### src/rtl/mem_access_unit_pkg.sv
// Shared processor definitions for the memory-stage access unit, the control
// unit and the data memory.
package mem_access_unit_pkg;

  localparam int DATA_W    = 32;
  localparam int ADDR_W    = 16;
  localparam int REG_IDX_W = 4;

  typedef enum logic [2:0] {
    ST_IDLE    = 3'd0,
    ST_FIRST   = 3'd1,
    ST_SECOND  = 3'd2,
    ST_CAPTURE = 3'd3,
    ST_DONE    = 3'd4,
    ST_EXC     = 3'd5
  } mau_state_t;

  // Bit 1 = double-word, bit 0 = write.
  typedef enum logic [1:0] {
    ACC_SINGLE_READ  = 2'b00,
    ACC_SINGLE_WRITE = 2'b01,
    ACC_DOUBLE_READ  = 2'b10,
    ACC_DOUBLE_WRITE = 2'b11
  } mau_kind_t;

  function automatic mau_kind_t make_kind(input logic dbl, input logic wr);
    return mau_kind_t'({dbl, wr});
  endfunction

  // Conflicting direction, or a double-word op naming an odd register.
  function automatic logic is_illegal(input logic rd, input logic wr,
                                      input logic dbl, input logic reg_lsb);
    return (rd && wr) || (dbl && reg_lsb);
  endfunction

endpackage

### src/rtl/mem_access_unit_if.sv
// Request/response and data-memory signals of the memory access unit.
// slave: the access unit. master: control unit plus data memory.
interface mem_access_unit_if;
  import mem_access_unit_pkg::*;

  logic                 req_read;
  logic                 req_write;
  logic                 req_double;
  logic [REG_IDX_W-1:0] req_reg;
  logic [ADDR_W-1:0]    req_addr;
  logic [DATA_W-1:0]    req_wdata0;
  logic [DATA_W-1:0]    req_wdata1;
  logic                 busy;
  logic                 done;
  logic                 exception;
  logic                 second_cycle;
  logic [DATA_W-1:0]    rdata0;
  logic [DATA_W-1:0]    rdata1;
  logic [ADDR_W-1:0]    dmem_addr;
  logic                 dmem_re;
  logic                 dmem_we;
  logic [DATA_W-1:0]    dmem_wdata;
  logic [DATA_W-1:0]    dmem_rdata;

  modport slave (
    input  req_read, req_write, req_double, req_reg, req_addr,
           req_wdata0, req_wdata1, dmem_rdata,
    output busy, done, exception, second_cycle, rdata0, rdata1,
           dmem_addr, dmem_re, dmem_we, dmem_wdata
  );

  modport master (
    output req_read, req_write, req_double, req_reg, req_addr,
           req_wdata0, req_wdata1, dmem_rdata,
    input  busy, done, exception, second_cycle, rdata0, rdata1,
           dmem_addr, dmem_re, dmem_we, dmem_wdata
  );

endinterface

### src/rtl/mem_access_unit.sv
// Memory-stage access unit: sequences one or two word accesses to the
// synchronous data memory for LW/SW/LDW/SDW and reports done/exception.
//
// state   | meaning
// IDLE    | waiting for a request; only state that samples req_*
// FIRST   | first word access at base address
// SECOND  | second word access at base+1 (double ops only)
// CAPTURE | last read word returns from memory, no strobes
// DONE    | one-cycle completion pulse
// EXC     | illegal request, done+exception pulse, no memory access
module mem_access_unit
  import mem_access_unit_pkg::*;
(
  input  logic             clk,
  input  logic             reset,
  mem_access_unit_if.slave bus
);

  mau_state_t        state, state_next;
  mau_kind_t         kind_q;
  logic [ADDR_W-1:0] addr_q;
  logic [DATA_W-1:0] wdata0_q;
  logic [DATA_W-1:0] wdata1_q;
  logic [DATA_W-1:0] rdata0_q;
  logic [DATA_W-1:0] rdata1_q;
  logic              req_any;
  logic              is_write;
  logic              is_double;

  assign req_any   = bus.req_read || bus.req_write;
  assign is_write  = kind_q[0];
  assign is_double = kind_q[1];

  // State register; reset aborts any access in flight.
  always_ff @(posedge clk) begin
    if (reset) state <= ST_IDLE;
    else       state <= state_next;
  end

  // Capture the request in IDLE so the requester need not hold it.
  always_ff @(posedge clk) begin
    if (reset) begin
      kind_q   <= ACC_SINGLE_READ;
      addr_q   <= '0;
      wdata0_q <= '0;
      wdata1_q <= '0;
    end else if (state == ST_IDLE && req_any) begin
      kind_q   <= make_kind(bus.req_double, bus.req_write);
      addr_q   <= bus.req_addr;
      wdata0_q <= bus.req_wdata0;
      wdata1_q <= bus.req_wdata1;
    end
  end

  // Load-data registers; a single load leaves rdata1 untouched.
  always_ff @(posedge clk) begin
    if (reset) begin
      rdata0_q <= '0;
      rdata1_q <= '0;
    end else if (state == ST_SECOND && !is_write) begin
      rdata0_q <= bus.dmem_rdata;
    end else if (state == ST_CAPTURE) begin
      if (is_double) rdata1_q <= bus.dmem_rdata;
      else           rdata0_q <= bus.dmem_rdata;
    end
  end

  // Next-state and output decode.
  always_comb begin
    state_next       = state;
    bus.busy         = 1'b0;
    bus.done         = 1'b0;
    bus.exception    = 1'b0;
    bus.second_cycle = 1'b0;
    bus.dmem_addr    = '0;
    bus.dmem_re      = 1'b0;
    bus.dmem_we      = 1'b0;
    bus.dmem_wdata   = '0;
    case (state)
      ST_IDLE: begin
        if (req_any) begin
          if (is_illegal(bus.req_read, bus.req_write, bus.req_double, bus.req_reg[0]))
            state_next = ST_EXC;
          else
            state_next = ST_FIRST;
        end
      end
      ST_FIRST: begin
        bus.busy       = 1'b1;
        bus.dmem_addr  = addr_q;
        bus.dmem_re    = !is_write;
        bus.dmem_we    = is_write;
        bus.dmem_wdata = wdata0_q;
        if (is_double)     state_next = ST_SECOND;
        else if (is_write) state_next = ST_DONE;
        else               state_next = ST_CAPTURE;
      end
      ST_SECOND: begin
        bus.busy         = 1'b1;
        bus.second_cycle = 1'b1;
        bus.dmem_addr    = addr_q + ADDR_W'(1);
        bus.dmem_re      = !is_write;
        bus.dmem_we      = is_write;
        bus.dmem_wdata   = wdata1_q;
        state_next       = is_write ? ST_DONE : ST_CAPTURE;
      end
      ST_CAPTURE: begin
        bus.busy   = 1'b1;
        state_next = ST_DONE;
      end
      ST_DONE: begin
        bus.done   = 1'b1;
        state_next = ST_IDLE;
      end
      ST_EXC: begin
        bus.done      = 1'b1;
        bus.exception = 1'b1;
        state_next    = ST_IDLE;
      end
      default: state_next = ST_IDLE;
    endcase
  end

  assign bus.rdata0 = rdata0_q;
  assign bus.rdata1 = rdata1_q;

endmodule

### src/flat_wrapper.sv
// flat-port wrapper written by rule: the top's interface ports become plain ports
module mem_access_unit_flat import mem_access_unit_pkg::*;
  (clk, reset, bus_req_read, bus_req_write, bus_req_double, bus_req_reg, bus_req_addr, bus_req_wdata0, bus_req_wdata1, bus_dmem_rdata, bus_busy, bus_done, bus_exception, bus_second_cycle, bus_rdata0, bus_rdata1, bus_dmem_addr, bus_dmem_re, bus_dmem_we, bus_dmem_wdata);
  mem_access_unit_if bus_i ();
  input  logic clk;
  input  logic reset;
  input wire logic [$bits(bus_i.req_read)-1:0] bus_req_read;
  input wire logic [$bits(bus_i.req_write)-1:0] bus_req_write;
  input wire logic [$bits(bus_i.req_double)-1:0] bus_req_double;
  input wire logic [$bits(bus_i.req_reg)-1:0] bus_req_reg;
  input wire logic [$bits(bus_i.req_addr)-1:0] bus_req_addr;
  input wire logic [$bits(bus_i.req_wdata0)-1:0] bus_req_wdata0;
  input wire logic [$bits(bus_i.req_wdata1)-1:0] bus_req_wdata1;
  input wire logic [$bits(bus_i.dmem_rdata)-1:0] bus_dmem_rdata;
  output wire logic [$bits(bus_i.busy)-1:0] bus_busy;
  output wire logic [$bits(bus_i.done)-1:0] bus_done;
  output wire logic [$bits(bus_i.exception)-1:0] bus_exception;
  output wire logic [$bits(bus_i.second_cycle)-1:0] bus_second_cycle;
  output wire logic [$bits(bus_i.rdata0)-1:0] bus_rdata0;
  output wire logic [$bits(bus_i.rdata1)-1:0] bus_rdata1;
  output wire logic [$bits(bus_i.dmem_addr)-1:0] bus_dmem_addr;
  output wire logic [$bits(bus_i.dmem_re)-1:0] bus_dmem_re;
  output wire logic [$bits(bus_i.dmem_we)-1:0] bus_dmem_we;
  output wire logic [$bits(bus_i.dmem_wdata)-1:0] bus_dmem_wdata;
  assign bus_i.req_read = bus_req_read;
  assign bus_i.req_write = bus_req_write;
  assign bus_i.req_double = bus_req_double;
  assign bus_i.req_reg = bus_req_reg;
  assign bus_i.req_addr = bus_req_addr;
  assign bus_i.req_wdata0 = bus_req_wdata0;
  assign bus_i.req_wdata1 = bus_req_wdata1;
  assign bus_i.dmem_rdata = bus_dmem_rdata;
  assign bus_busy = bus_i.busy;
  assign bus_done = bus_i.done;
  assign bus_exception = bus_i.exception;
  assign bus_second_cycle = bus_i.second_cycle;
  assign bus_rdata0 = bus_i.rdata0;
  assign bus_rdata1 = bus_i.rdata1;
  assign bus_dmem_addr = bus_i.dmem_addr;
  assign bus_dmem_re = bus_i.dmem_re;
  assign bus_dmem_we = bus_i.dmem_we;
  assign bus_dmem_wdata = bus_i.dmem_wdata;
  mem_access_unit u_core (.clk(clk), .reset(reset), .bus(bus_i));
endmodule
### config.mk
export PLATFORM = sky130hd
export DESIGN_NAME = mem_access_unit_flat
export DESIGN_NICKNAME = d
export VERILOG_FILES = /design/src/rtl/mem_access_unit_pkg.sv /design/src/rtl/mem_access_unit_if.sv /design/src/rtl/mem_access_unit.sv /design/src/flat_wrapper.sv
export SDC_FILE = /design/constraint.sdc
export NUM_CORES = 1
export LEC_CHECK = 0
export CORE_MARGIN = 2
export CORE_UTILIZATION = 44
export CTS_CLUSTER_SIZE = 8
export DETAILED_ROUTE_END_ITERATION = 10
export PLACE_DENSITY = 0.84
export SLEW_MARGIN = 20
export SYNTH_ARGS = -nofsm -noshare
export SYNTH_HDL_FRONTEND = slang
export SYNTH_SLANG_ARGS = --single-unit
export TNS_END_PERCENT = 30
### constraint.sdc
create_clock -name clk -period 2.1 [get_ports clk]
set_input_delay 0.42 -clock clk [delete_from_list [all_inputs] [get_ports clk]]
set_output_delay 0.42 -clock clk [all_outputs]
set_load 0.01 [all_outputs]
### Yosys cells after proc, flatten, opt, wreduce, memory -nomap -nowiden

Index checks and enable logic that the tools add are counted.
Widths: inputs -> output; s select.

| storage, ports and cells | value |
|---|---|
| register bits | 149 |
| bits of input ports | 121 |
| output and inout port bits | 118 |
| word-level logic and storage cells | 46 |

| cells by class | value |
|---|---|
| add/sub/neg operators | 1 |
| equality and inequality tests | 7 |
| mux-type cells | 16 |
| bitwise operators | 1 |
| reduce and logical (&&, ||, !) cells | 14 |

Operators with widths:

| operator | number |
|---|---|
| $mux 32 | 3 |
| $pmux 32 s2 | 1 |
| $pmux 16 s2 | 1 |
| $add 16x1->16 const B | 1 |
| $mux 3 | 4 |
| $pmux 3 s4 | 1 |
| $eq 3x2->1 const B | 2 |
| $eq 3x3->1 const B | 2 |
| $mux 1 | 6 |
| $logic_and 1x1->1 | 4 |
| $reduce_or 2->1 | 2 |
| $eq 3x1->1 const B | 1 |
| $logic_not 3->1 | 1 |
| $reduce_and 3->1 | 1 |
| $reduce_or 3->1 | 1 |
| $logic_or 1x1->1 | 2 |
| $ne 2x1->1 const B | 1 |
| $ne 2x2->1 const B | 1 |
| $reduce_and 2->1 | 1 |
| $reduce_bool 2->1 | 1 |
| $logic_not 1->1 | 1 |
| $not 1->1 | 1 |

### Longest topological paths before layout

Gate-level depths: netlist of run 1.

| logic depth | value |
|---|---|
| word-level depth | 5 |
| gate-level depth with buffers | 7 |

### Worst setup path after synthesis of run 1

No wires, ideal clock.

| timing | value |
|---|---|
| path type | register to output |
| start point | register u_core.state[2] |
| end point | output port bus_dmem_addr[3] |
| arrival time | 1.407 ns |
| data required time | 1.680 ns |
| setup slack | 0.273 ns |
| stages on the path, launching flop included | 7 |
| buffers on the path | 2 |
| path through | dfxtp_1 > buf_2 > or3b_4 > buf_6 > nor2_1 > nor2_1 > o21ai_0 |

| between the ends | value |
|---|---|
| word-level cells in the longest chain between the ends | 2 |

RTL lines:

| what | line | text |
|---|---|---|
| start, declared | mem_access_unit.sv:19 | `mau_state_t state, state_next;` |
| start signal, assigned | mem_access_unit.sv:37 | `else state <= state_next;` |
| $eq 3x2->1 / $eq 3x1->1 (equally long branches) | mem_access_unit.sv:79 | `case (state)` |
| $pmux 16 s2 (*) | mem_access_unit.sv:79 |  |
| end, declared | flat_wrapper.sv:21 | `output wire logic [$bits(bus_i.dmem_addr)-1:0] bus_dmem_addr;` |

Every way passes the cells marked *; elsewhere a longest branch is shown, timed or not.

### Worst setup path after layout of run 1

| timing | value |
|---|---|
| start point | register u_core.state[2] |
| end point | output port bus_dmem_addr[7] |

Same word-level chain as after synthesis.

==> key figures, run 1 <==
Synthesis
  – Biggest area consumer among synthesized cells: sky130_fd_sc_hd__dfxtp_1
  – Ys Warns: 0
  – Ranking of synthesized cells by area: sky130_fd_sc_hd__dfxtp_1, sky130_fd_sc_hd__nand2_1, sky130_fd_sc_hd__a21oi_1
  – Yosys cell types: 40
  – Dominant register cell in the synthesized netlist: sky130_fd_sc_hd__dfxtp_1
  – Count of flip-flops with a built-in enable after synthesis: 0
  – Average cell area after synthesis: 7.731 um^2
  – Net Count, Synth: 912
  – Proportion of synthesized chip area in sequential cells: 0.4884
  – Fraction of synthesized cell area taken by the top area cell type: 0.4884
  – Async set-reset flop share out of synthesis: 0
  – Post-Synthesis Cell Area: 6107 um^2
  – #FFs+latches synth: 149
  – Cells after Synth: 790

STA
  – Minimum clock period after layout: 2311 ps
  – Final setup vio count: 49
  – Setup repair after global routing missed its margin: true
  – Final worst-path cycle share: 1.101
  – Setup tns final: -5527 ps
  – Final setup slack of the worst path: -211.3 ps
  – Worst-case hold slack: 451.7 ps
  – Post-Route Skew: 8.159 ps
  – Max-slew violation total from the final report: 0
  – Normalized max-slew margin: 0.6131
  – Slew at the pin closest to its max-slew limit: 580.3 ps
  – Fmax: 432.7 MHz
  – Final Hold Violating Endpoints: 0

Critical path
  – Kind of critical path: flop to output pin
  – Top cell family by delay on the critical path: buffers and inverters
  – Master of the slowest instance on the critical path: sky130_fd_sc_hd__dfxtp_2
  – Crit-path most repeated cell: sky130_fd_sc_hd__buf_6
  – Data required time of the critical path: 1680 ps
  – Critical Path Sink Type: output pin
  – Combined buffer and inverter count along the critical path: 5
  – Nature of the critical path startpoint: flop
  – Slack of the worst reg-to-reg path: 240 ps
  – Top fanout value on the critical path: 7
  – Arr. time, crit path: 1890 ps
  – Ordered cell list for the critical path: buf_6 -> nor3b_4 -> buf_4 -> buf_6 -> buf_6 -> o21ai_0 -> o41ai_2 -> buf_2
  – Crit-path max cell delay: 350 ps

Floorplan
  – Count of boundary I/O pins: 239
  – Area of the placeable core: 13720 um^2
  – Area of the die: 14840 um^2
  – Site row count: 43
  – Starting density of the core: 0.4451
  – Vert. Die Dim: 121.8 um
  – Die extent in x: 121.8 um

Finish
  – Layout Nets: 1170
  – Share of layout cells above drive strength 1: 0.1755
  – Area added between synthesis and finish: 56.83%
  – Fill cell count: 1088
  – Antenna cells: 0
  – Utilization of the core after routing: 0.6981

CTS
  – TritonCTS clock tree: built
  – Clk Latency, worst-skew pair: 420 ps
  – Clock root buffer master: sky130_fd_sc_hd__clkbuf_16
  – Clock slew seen by the registers of the worst setup and hold paths: 60 ps
  – H-Tree Level Count: 4
  – Clock sinks: 149
  – CTS Buffer Depth: 2
  – Post-CTS Hold Buffers: 0
  – Number of buffers inserted during clock tree synthesis: 17

Routing
  – DRT iter0 DRCs: 522
  – ANT nets after route: 0
  – Pre-Repair DR Iteration Count: 5
  – Routed via count: 6477
  – WL per Instance: 16.16 um
  – Drt drc: 0
  – Ratio of routed vias to standard cells: 5.223
  – Routed Wire Length: 20040 um

Placed design
  – RD Place Congestion: 0.9202
  – Post-Place Worst Slack: -255.9 ps
  – DPL Wire Length: 12460 um
  – Buffers on Ports: 235

Power and ir drop
  – Power Density: 1118 nW/um^2
  – Largest vdd supply drop: 0.6255 mV
  – Reported leakage power: 3.720 nW
  – Total power consumption of the routed design: 10.71 mW

GRT
  – Global-route congestion overflow total: 0
  – Largest net degree at the start of global routing: 82
  – Initial antenna violation count: 0
  – Vias in the first global route: 6161
  – Wire length of the first global-routing pass: 30870 um
  – Global router's overall resource usage: 0.2653

Outcome
  – Failing checks: negative setup slack
  – Result of the run: finished with violations

Hold path
  – Kind of path behind the tightest hold check: flop to flop

Flow run
  – Count of maximum capacitance violations: 0
## cell usage after synthesis, types with 4 or more instances
| library cell | count |
|---|---|
| sky130_fd_sc_hd__a22o_1 | 34 |
| sky130_fd_sc_hd__buf_2 | 16 |
| sky130_fd_sc_hd__and3_1 | 6 |
| sky130_fd_sc_hd__nand2_1 | 306 |
| sky130_fd_sc_hd__nand4_1 | 6 |
| sky130_fd_sc_hd__clkbuf_1 | 32 |
| sky130_fd_sc_hd__nor2b_1 | 4 |
| sky130_fd_sc_hd__buf_6 | 11 |
| sky130_fd_sc_hd__a21oi_1 | 151 |
| sky130_fd_sc_hd__o21ai_0 | 12 |
| sky130_fd_sc_hd__nand3_1 | 11 |
| sky130_fd_sc_hd__dfxtp_1 | 149 |
| sky130_fd_sc_hd__buf_4 | 5 |
| sky130_fd_sc_hd__nor2_1 | 11 |
## report_power, final
part,leakage [nW],total (mW),switching (mW),internal (mW)
logic,2.21,3.99,2.14,1.85
clock network,0.292,3.06,1.19,1.88
registers,1.22,3.66,0.321,3.34
total,3.72,10.7,3.65,7.06
## routing by layer
layer	part of all wire	track usage	up-vias	routed length [um]
li1	-	-	3155	-
met1	0.40	0.3145	3016	7984
met2	0.51	0.4515	244	10160
met3	0.060	0.06320	62	1200
met4	0.035	0.1264	0	692
met5	0	0	-	0
## kinds of logic (layout without fill, tap and decap cells)
| logic type | after synthesis | in the layout | share of synthesized area |
|---|---|---|---|
| DFF | 149 | 149 | 0.4884 |
| xor gates and xnor gates | 4 | 4 | 0.005738 |
| AOI/OAI and AO/OA | 215 | 215 | 0.2073 |
| and+or+nand+nor | 355 | 355 | 0.2360 |
| adders and majority gates | 1 | 1 | 0.002048 |
| buffers and inverters | 66 | 336 | 0.06044 |
## sequential cells by signal, indices dropped and copies added, names as in the netlist
signal,flops
u_core.addr_q,16
u_core.wdata0_q,32
u_core.wdata1_q,32
u_core.kind_q,2
u_core.state,3
u_core.bus.rdata0,32
u_core.bus.rdata1,32
## stage by stage
stage               instance area, um^2  cells
floorplan                          6107    790
global placement                   8841   1195
detailed placement                 8841   1195
CTS                                9540   1240
global route                       9578   1240
finish                             9578   1240
## worst paths after layout
kind | start | to | depth (start not counted)
max | u_core.state[2]$_SDFFE_PP0P_ | bus_dmem_addr[7] | 8
min | u_core.bus.rdata1[14]$_SDFFE_PP0P_ | u_core.bus.rdata1[14]$_SDFFE_PP0P_ | 2
max reg2reg | u_core.state[1]$_SDFFE_PP0P_ | u_core.bus.rdata0[6]$_SDFFE_PP0P_ | 7
min reg2reg | u_core.bus.rdata1[14]$_SDFFE_PP0P_ | u_core.bus.rdata1[14]$_SDFFE_PP0P_ | 2
## layout by cell type (no fill, tap or decap), types with 4 or more instances in the layout
cell type	Yosys	final
sky130_fd_sc_hd__buf_12	0	11
sky130_fd_sc_hd__clkbuf_8	0	4
sky130_fd_sc_hd__inv_6	0	4
sky130_fd_sc_hd__buf_6	11	20
sky130_fd_sc_hd__clkdlybuf4s50_1	0	180
sky130_fd_sc_hd__a22o_1	34	34
sky130_fd_sc_hd__nand3_1	11	9
sky130_fd_sc_hd__nand4_1	6	6
sky130_fd_sc_hd__nor2_1	11	9
sky130_fd_sc_hd__buf_4	5	47
sky130_fd_sc_hd__buf_2	16	40
sky130_fd_sc_hd__a21oi_1	151	151
sky130_fd_sc_hd__o21ai_0	12	7
sky130_fd_sc_hd__o21ai_1	1	4
sky130_fd_sc_hd__clkbuf_16	0	18
sky130_fd_sc_hd__dfxtp_1	149	142
sky130_fd_sc_hd__nand2_1	306	306
sky130_fd_sc_hd__dfxtp_2	0	6
## final cells by class
cell class                      instances  area [um^2]  share of cell area
Sequential cell                       149         2994              0.3126
Inverter                                2        12.51            0.001306
Clock buffer                           21        480.5             0.05016
Timing Repair Buffer                  303         2879              0.3006
Clock inverter                         10        120.1             0.01254
Tap cell                              180        225.2             0.02351
Multi-Input combinational cell        575         2867              0.2993
## worst min-delay path, cell delays in order (launching register included)
cell,delay [ps]
sky130_fd_sc_hd__dfxtp_1,310
sky130_fd_sc_hd__nand2_1,50
sky130_fd_sc_hd__a21oi_1,50
## repair_timing
item / in CTS / in global routing
pin swaps: 29 / 3
cloned: 3 / 1
resized for setup: 258 / 16
setup buffers: 11 / 2
endpoints found under the setup margin: 54 / 52
No activity file was read; power rests on OpenSTA's default activity.
==> inputs of run 2 (changes only) <==
--- a/config.mk
+++ b/config.mk
@@ -6,10 +6,12 @@
 export NUM_CORES = 1
 export LEC_CHECK = 0
 export CORE_MARGIN = 2
-export CORE_UTILIZATION = 44
+export CORE_UTILIZATION = 50
 export CTS_CLUSTER_SIZE = 8
 export DETAILED_ROUTE_END_ITERATION = 10
-export PLACE_DENSITY = 0.84
+export DONT_BUFFER_PORTS = 1
+export HOLD_SLACK_MARGIN = 0.1
+export PLACE_DENSITY = 0.68
 export SLEW_MARGIN = 20
 export SYNTH_ARGS = -nofsm -noshare
 export SYNTH_HDL_FRONTEND = slang
==> run 2 against run 1 <==
- the run still ends with negative setup slack left
- cell area down 18%
- sequential power grew 4%
- register-to-register slack worse by 240 ps
- setup slack improved by 120 ps
- count of clock-buffer cells in the layout decreased by 3
- clock power rose by 4%
- fmax is 5.6% higher
- global-route usage is 1.8 points lower
- die area shrank 12%
- largest power group is now sequential cells
==> key figures, run 2 (synthesis gave the netlist of run 1 again) <==
Critical path
  – Top fanout value on the critical path: 10 (+3)
  – Crit path depth: 4 (-4)
  – Ordered cell list for the critical path: or3b_4 -> buf_12 -> o211ai_1 -> nor2b_4
  – Top cell family by delay on the critical path: simple AND/OR/NAND/NOR gates
  – Master of the slowest instance on the critical path: sky130_fd_sc_hd__or3b_4
  – Critical Path Sink Type: output pin
  – Register-to-Register Path Depth: 7 (unchanged)
  – Slack of the worst reg-to-reg path: 0 ps (-240 ps)
  – Nature of the critical path startpoint: flop
  – Combined buffer and inverter count along the critical path: 1 (-4)
  – Arr. time, crit path: 1770 ps (-120 ps)
  – Crit-path max cell delay: 470 ps (+120 ps)
  – Kind of critical path: flop to output pin
  – Data required time of the critical path: 1680 ps (about the same)

Floorplan
  – Die extent in x: 114.5 um (-6.0%)
  – Area of the die: 13110 um^2 (-12%)
  – Area of the placeable core: 11960 um^2 (-13%)
  – Site row count: 40 (-7.0%)
  – Vert. Die Dim: 114.5 um (-6.0%)
  – Starting density of the core: 0.5106 (+0.06542)
  – Count of boundary I/O pins: 239 (unchanged)

Power and ir drop
  – Total power consumption of the routed design: 10.06 mW (-6.1%)
  – Reported leakage power: 3.048 nW (-18%)
  – Power Density: 1286 nW/um^2 (+15%)
  – Largest vdd supply drop: 0.7127 mV (+14%)

Routing
  – Ratio of routed vias to standard cells: 5.900 (+13%)
  – ANT nets after route: 0 (unchanged)
  – Routed Wire Length: 18370 um (-8.3%)
  – Drt drc: 0 (unchanged)
  – DRT iter0 DRCs: 581 (+11%)
  – WL per Instance: 18.80 um (+16%)
  – Routed via count: 5764 (-11%)
  – Pre-Repair DR Iteration Count: 6 (+1)

Outcome
  – Failing checks: negative setup slack
  – Result of the run: finished with violations

Finish
  – Footprint of the flip-flops and latches: 3002 um^2 (+0.25%)
  – Fin cells: 977 (-21%)
  – Share of layout cells above drive strength 1: 0.1614 (-0.01403)
  – Multi-input combinational cell area: 3134 um^2 (+9.3%)
  – Fill cell count: 1013 (-6.9%)
  – Layout Nets: 939 (-20%)
  – Highest-count cells in the layout ignoring fill and taps: sky130_fd_sc_hd__nand2_1, sky130_fd_sc_hd__a21oi_1, sky130_fd_sc_hd__dfxtp_1
  – Most common library cell in the layout ignoring fill and taps: sky130_fd_sc_hd__nand2_1
  – Area added between synthesis and finish: 28.01%
  – Antenna cells: 0 (unchanged)

CTS
  – Clock root buffer master: sky130_fd_sc_hd__clkbuf_16
  – H-Tree Level Count: 4 (unchanged)
  – TritonCTS clock tree: built
  – CTS Buffer Depth: 2 (unchanged)
  – Clk Latency, worst-skew pair: 410 ps (about the same)
  – Clock sinks: 149 (unchanged)
  – Number of buffers inserted during clock tree synthesis: 17 (unchanged)
  – Clock slew seen by the registers of the worst setup and hold paths: 60 ps (about the same)

STA
  – Final worst-path cycle share: 1.042 (-0.05876)
  – Minimum clock period after layout: 2188 ps (-123.4 ps)
  – Final setup slack of the worst path: -87.93 ps (+123.4 ps)
  – Final Hold Violating Endpoints: 0 (unchanged)
  – Setup repair after global routing missed its margin: true
  – Slew at the pin closest to its max-slew limit: 677.9 ps (+97.58 ps)
  – Final setup vio count: 34 (-31%)
  – Post-Route Skew: 5.700 ps (-2.460 ps)
  – Fmax: 457.1 MHz (+5.6%)
  – Normalized max-slew margin: 0.5463 (-0.06676)
  – Max-slew violation total from the final report: 0 (unchanged)

Placed design
  – DPL Wire Length: 10520 um (-16%)
  – RD Place Congestion: 0.9087 (-1.2%)
  – Inst Count DP: 892 (-25%)
  – Buffers on Ports: 0 (-100%)

GRT
  – Global-route congestion overflow total: 0 (unchanged)
  – Global router's overall resource usage: 0.2469 (-0.01836)
  – Wire length of the first global-routing pass: 25730 um (-17%)
  – Initial antenna violation count: 0 (unchanged)
  – Largest net degree at the start of global routing: 148 (+80%)
  – Vias in the first global route: 5261 (-15%)

Hold path
  – Min-Delay Path Depth: 1 (-1)
  – Kind of path behind the tightest hold check: input port to flop

Flow run
  – Count of maximum capacitance violations: 0 (unchanged)
[run 2: changes by cell type in the layout (fill, tap and decap cells not counted), sizes merged]
| cell | previous run | this run |
|---|---|---|
| clkinv | 3 | 6 |
| buf | 119 | 24 |
| dlygate4sd3 | 0 | 44 |
| dlygate4sd2 | 3 | 0 |
| clkinvlp | 2 | 4 |
| clkdlybuf4s50 | 180 | 0 |
| inv | 5 | 2 |
| bufinv | 2 | 4 |
[run 2: worst paths after layout]
path	from	endpoint
worst min register to register	u_core.wdata1_q[31]$_SDFFE_PP0P_	u_core.wdata1_q[31]$_SDFFE_PP0P_
worst max-delay path	u_core.state[2]$_SDFFE_PP0P_	bus_dmem_addr[15]
worst min-delay path	reset	u_core.bus.rdata0[27]$_SDFFE_PP0P_
worst max register to register	u_core.state[1]$_SDFFE_PP0P_	u_core.bus.rdata0[3]$_SDFFE_PP0P_
[run 2: where the power goes]
group	switching [mW]	total, mW	leakage (nW)	internal (mW)
Combinational	1.83	3.05	1.53	1.22
Sequential	0.474	3.82	1.22	3.34
Clock	1.18	3.19	0.297	2.01
[run 2: worst reg2reg max path: cells and delay by family, from the launching register on]
family | cells | cell delay [ps]
AO/OA/AOI/OAI | 1 | 190
buffers and inverters | 3 | 960
flip-flops | 1 | 320
AND/OR/NAND/NOR | 3 | 550
[run 2: routing by layer]
metal,part of all wire,global-route usage
met5,0,0
met4,0.022,0.1089
met3,0.10,0.09105
met2,0.50,0.4142
met1,0.37,0.2813
[run 2: cell type report]
type,instances,share of cell area
clock buffers,18,0.05618
clock inverters,14,0.02353
inverters,2,0.001921
multi-input cells,575,0.4009
flip-flops and latches,149,0.3840
well taps,147,0.02353
repair buffers,72,0.1100
[run 2: per-stage QoR]
step / instance area (um^2) / util / hold slack [ps] / setup TNS [ps] / setup slack, ps
final: 7818 / 0.6536 / 129.6 / -1580 / -87.93
after global routing: 7818 / 0.6536 / 106.0 / -3754 / -139.4
after CTS: 7416 / 0.6200 / 62.91 / -2516 / -100.9
after detailed placement: 6150 / 0.5141 / 441.8 / 0 / 184.9
after global placement: 6150 / 0.5141 / 435.3 / 0 / 211.6
after floorplan: 6107 / - / 436.0 / 0 / 273.1
[run 2: timing repair]
item	4_1_cts	5_1_grt
buffers inserted	4	0
gates cloned	0	4
pin swaps	5	4
setup endpoints to repair	50	93
endpoints found under the hold margin	146	61
hold buffers	44	1
gates resized for setup	39	63
==> inputs of run 3 (changes only) <==
--- a/config.mk
+++ b/config.mk
@@ -5,7 +5,6 @@
 export SDC_FILE = /design/constraint.sdc
 export NUM_CORES = 1
 export LEC_CHECK = 0
-export CORE_MARGIN = 2
 export CORE_UTILIZATION = 50
 export CTS_CLUSTER_SIZE = 8
 export DETAILED_ROUTE_END_ITERATION = 10
==> run 3 against run 2 <==
- the run still ends with negative setup slack left
- worst hold slack about the same
- clock skew grew 0.78 ps
- setup slack worse by 24 ps
- wire length increased by 0.58%
- sequential share of layout area fell by 1.4 points
- clock power about the same
- total power increased by 2.6%
- global-route usage is 2.6 points higher
- count of clock-buffer cells in the layout increased by 6
- cell count increased by 1.2%
- critical path type unchanged
- highest routed layer unchanged
==> key figures, run 3 (synthesis gave the netlist of run 1 again) <==
STA
  – Final worst-path cycle share: 1.053 (+0.01122)
  – Normalized max-slew margin: 0.4439 (-0.1025)
  – Final setup slack of the worst path: -111.5 ps (-23.57 ps)
  – Max-slew violation total from the final report: 0 (unchanged)
  – Final Hold Violating Endpoints: 0 (unchanged)
  – Slew at the pin closest to its max-slew limit: 834.2 ps (+156.3 ps)
  – Final setup vio count: 49 (+44%)
  – Setup repair after global routing missed its margin: true
  – Minimum clock period after layout: 2211 ps (+23.57 ps)
  – Setup tns final: -1787 ps (-207.2 ps)
  – Post-Route Skew: 6.479 ps (+0.7793 ps)
  – Fmax: 452.2 MHz (-1.1%)

Outcome
  – Result of the run: finished with violations
  – Failing checks: negative setup slack

Floorplan
  – Area of the placeable core: 11660 um^2 (-2.5%)
  – Site row count: 39 (-2.5%)
  – Count of boundary I/O pins: 239 (unchanged)
  – Area of the die: 12660 um^2 (-3.5%)
  – Starting density of the core: 0.5237 (+0.01309)
  – Die extent in x: 112.5 um (-1.7%)
  – Vert. Die Dim: 112.5 um (-1.7%)

Routing
  – Routed Wire Length: 18480 um (+0.58%)
  – Ratio of routed vias to standard cells: 5.907 (+0.12%)
  – Routed via count: 5842 (+1.4%)
  – Pre-Repair DR Iteration Count: 5 (-1)
  – DRT iter0 DRCs: 554 (-4.6%)
  – WL per Instance: 18.68 um (-0.64%)
  – ANT nets after route: 0 (unchanged)
  – Drt drc: 0 (unchanged)

CTS
  – Clock root buffer master: sky130_fd_sc_hd__clkbuf_16
  – CTS Buffer Depth: 2 (unchanged)
  – TritonCTS clock tree: built
  – Clock slew seen by the registers of the worst setup and hold paths: 60 ps (about the same)
  – Number of buffers inserted during clock tree synthesis: 17 (unchanged)
  – Clk Latency, worst-skew pair: 420 ps (about the same)
  – H-Tree Level Count: 4 (unchanged)
  – Clock sinks: 149 (unchanged)

Power and ir drop
  – Reported leakage power: 3.254 nW (+6.8%)
  – Total power consumption of the routed design: 10.32 mW (+2.6%)
  – Power Density: 1271 nW/um^2 (-1.2%)
  – Largest vdd supply drop: 1.038 mV (+46%)

Hold path
  – Kind of path behind the tightest hold check: input port to flop

GRT
  – Wire length of the first global-routing pass: 27410 um (+6.5%)
  – Largest net degree at the start of global routing: 148 (unchanged)
  – Vias in the first global route: 5576 (+6.0%)
  – Global-route congestion overflow total: 0 (unchanged)
  – Initial antenna violation count: 0 (unchanged)
  – Global router's overall resource usage: 0.2734 (+0.02644)

Finish
  – Most common library cell in the layout ignoring fill and taps: sky130_fd_sc_hd__nand2_1
  – Fill cell count: 891 (-12%)
  – Area added between synthesis and finish: 32.92%
  – Antenna cells: 0 (unchanged)
  – Share of layout cells above drive strength 1: 0.1726 (+0.01113)
  – Design Area, Final: 8118 um^2 (+3.8%)
  – Highest-count cells in the layout ignoring fill and taps: sky130_fd_sc_hd__nand2_1, sky130_fd_sc_hd__a21oi_1, sky130_fd_sc_hd__dfxtp_1
  – Layout Nets: 956 (+1.8%)
  – Utilization of the core after routing: 0.6961 (+0.04251)

Placed design
  – DPL Wire Length: 10180 um (-3.2%)
  – RD Place Congestion: 0.8686 (-4.4%)
  – Placement Cell Area: 6110 um^2 (-0.65%)
  – Buffers on Ports: 0 (unchanged)

Critical path
  – Kind of critical path: flop to output pin
  – Top fanout value on the critical path: 5 (-5)
  – Data required time of the critical path: 1680 ps (about the same)
  – Critical Path Sink Type: output pin
  – Arr. time, crit path: 1790 ps (+20 ps)
  – Nature of the critical path startpoint: flop

Flow run
  – Count of maximum capacitance violations: 0 (unchanged)
## run 3: worst paths after layout
path                                                        from                            endpoint  slack [ps]  cells past startpoint
worst min-delay path                             bus_req_addr[9]       u_core.addr_q[9]$_SDFFE_PP0P_         130                      2
worst max register to register      u_core.state[1]$_SDFFE_PP0P_  u_core.bus.rdata1[18]$_SDFFE_PP0P_          80                      7
worst max-delay path               u_core.addr_q[1]$_SDFFE_PP0P_                   bus_dmem_addr[13]        -110                      6
worst min register to register  u_core.wdata1_q[27]$_SDFFE_PP0P_    u_core.wdata1_q[27]$_SDFFE_PP0P_         460                      2
## run 3: cell type report
cell class | count | area [um^2] | area share
inverters | 2 | 15.01 | 0.001850
repair buffers | 88 | 1035 | 0.1275
multi-input cells | 575 | 3254 | 0.4009
clock inverters | 7 | 118.9 | 0.01464
well taps | 143 | 178.9 | 0.02204
repair inverters | 1 | 11.26 | 0.001387
flip-flops and latches | 149 | 3003 | 0.3699
clock buffers | 24 | 501.7 | 0.06181
## run 3: timing repair
item                                   4_1_cts  5_1_grt
setup endpoints to repair                   51      103
gates cloned                                 4        2
endpoints found under the hold margin      145       31
pin swaps                                    9       11
hold buffers                                54        3
gates resized for setup                     82       41
buffers inserted                             8        2
## run 3: stage by stage
step	std cells	setup WS [ps]	hold slack (ps)
after floorplan	790	273.1	436.0
after global placement	885	238.1	437.0
after detailed placement	885	213.5	440.7
after CTS	982	-81.16	64.09
after global routing	989	-124.6	105.0
final	989	-111.5	129.5
## run 3: power by group
group	internal [mW]	leakage [nW]	switching [mW]
registers	3.35	1.22	0.492
clock network	2.02	0.299	1.14
logic	1.36	1.73	1.96
## run 3: worst max-delay path, cell delays in order (launching register included)
cell	delay (ps)
sky130_fd_sc_hd__dfxtp_1	350
sky130_fd_sc_hd__buf_4	150
sky130_fd_sc_hd__nand4_1	130
sky130_fd_sc_hd__buf_6	180
sky130_fd_sc_hd__nor4_4	190
sky130_fd_sc_hd__a21oi_1	120
sky130_fd_sc_hd__o21ba_4	260
## run 3: per-layer routing
layer / vias to the layer above / share of wire / routed length, um / global-route usage
met2: 310 / 0.49 / 9130 / 0.4580
met5: - / 0 / 0 / 0
met1: 2744 / 0.39 / 7184 / 0.3172
met3: 50 / 0.090 / 1663 / 0.09719
met4: 0 / 0.027 / 499 / 0.1147
li1: 2738 / - / - / -
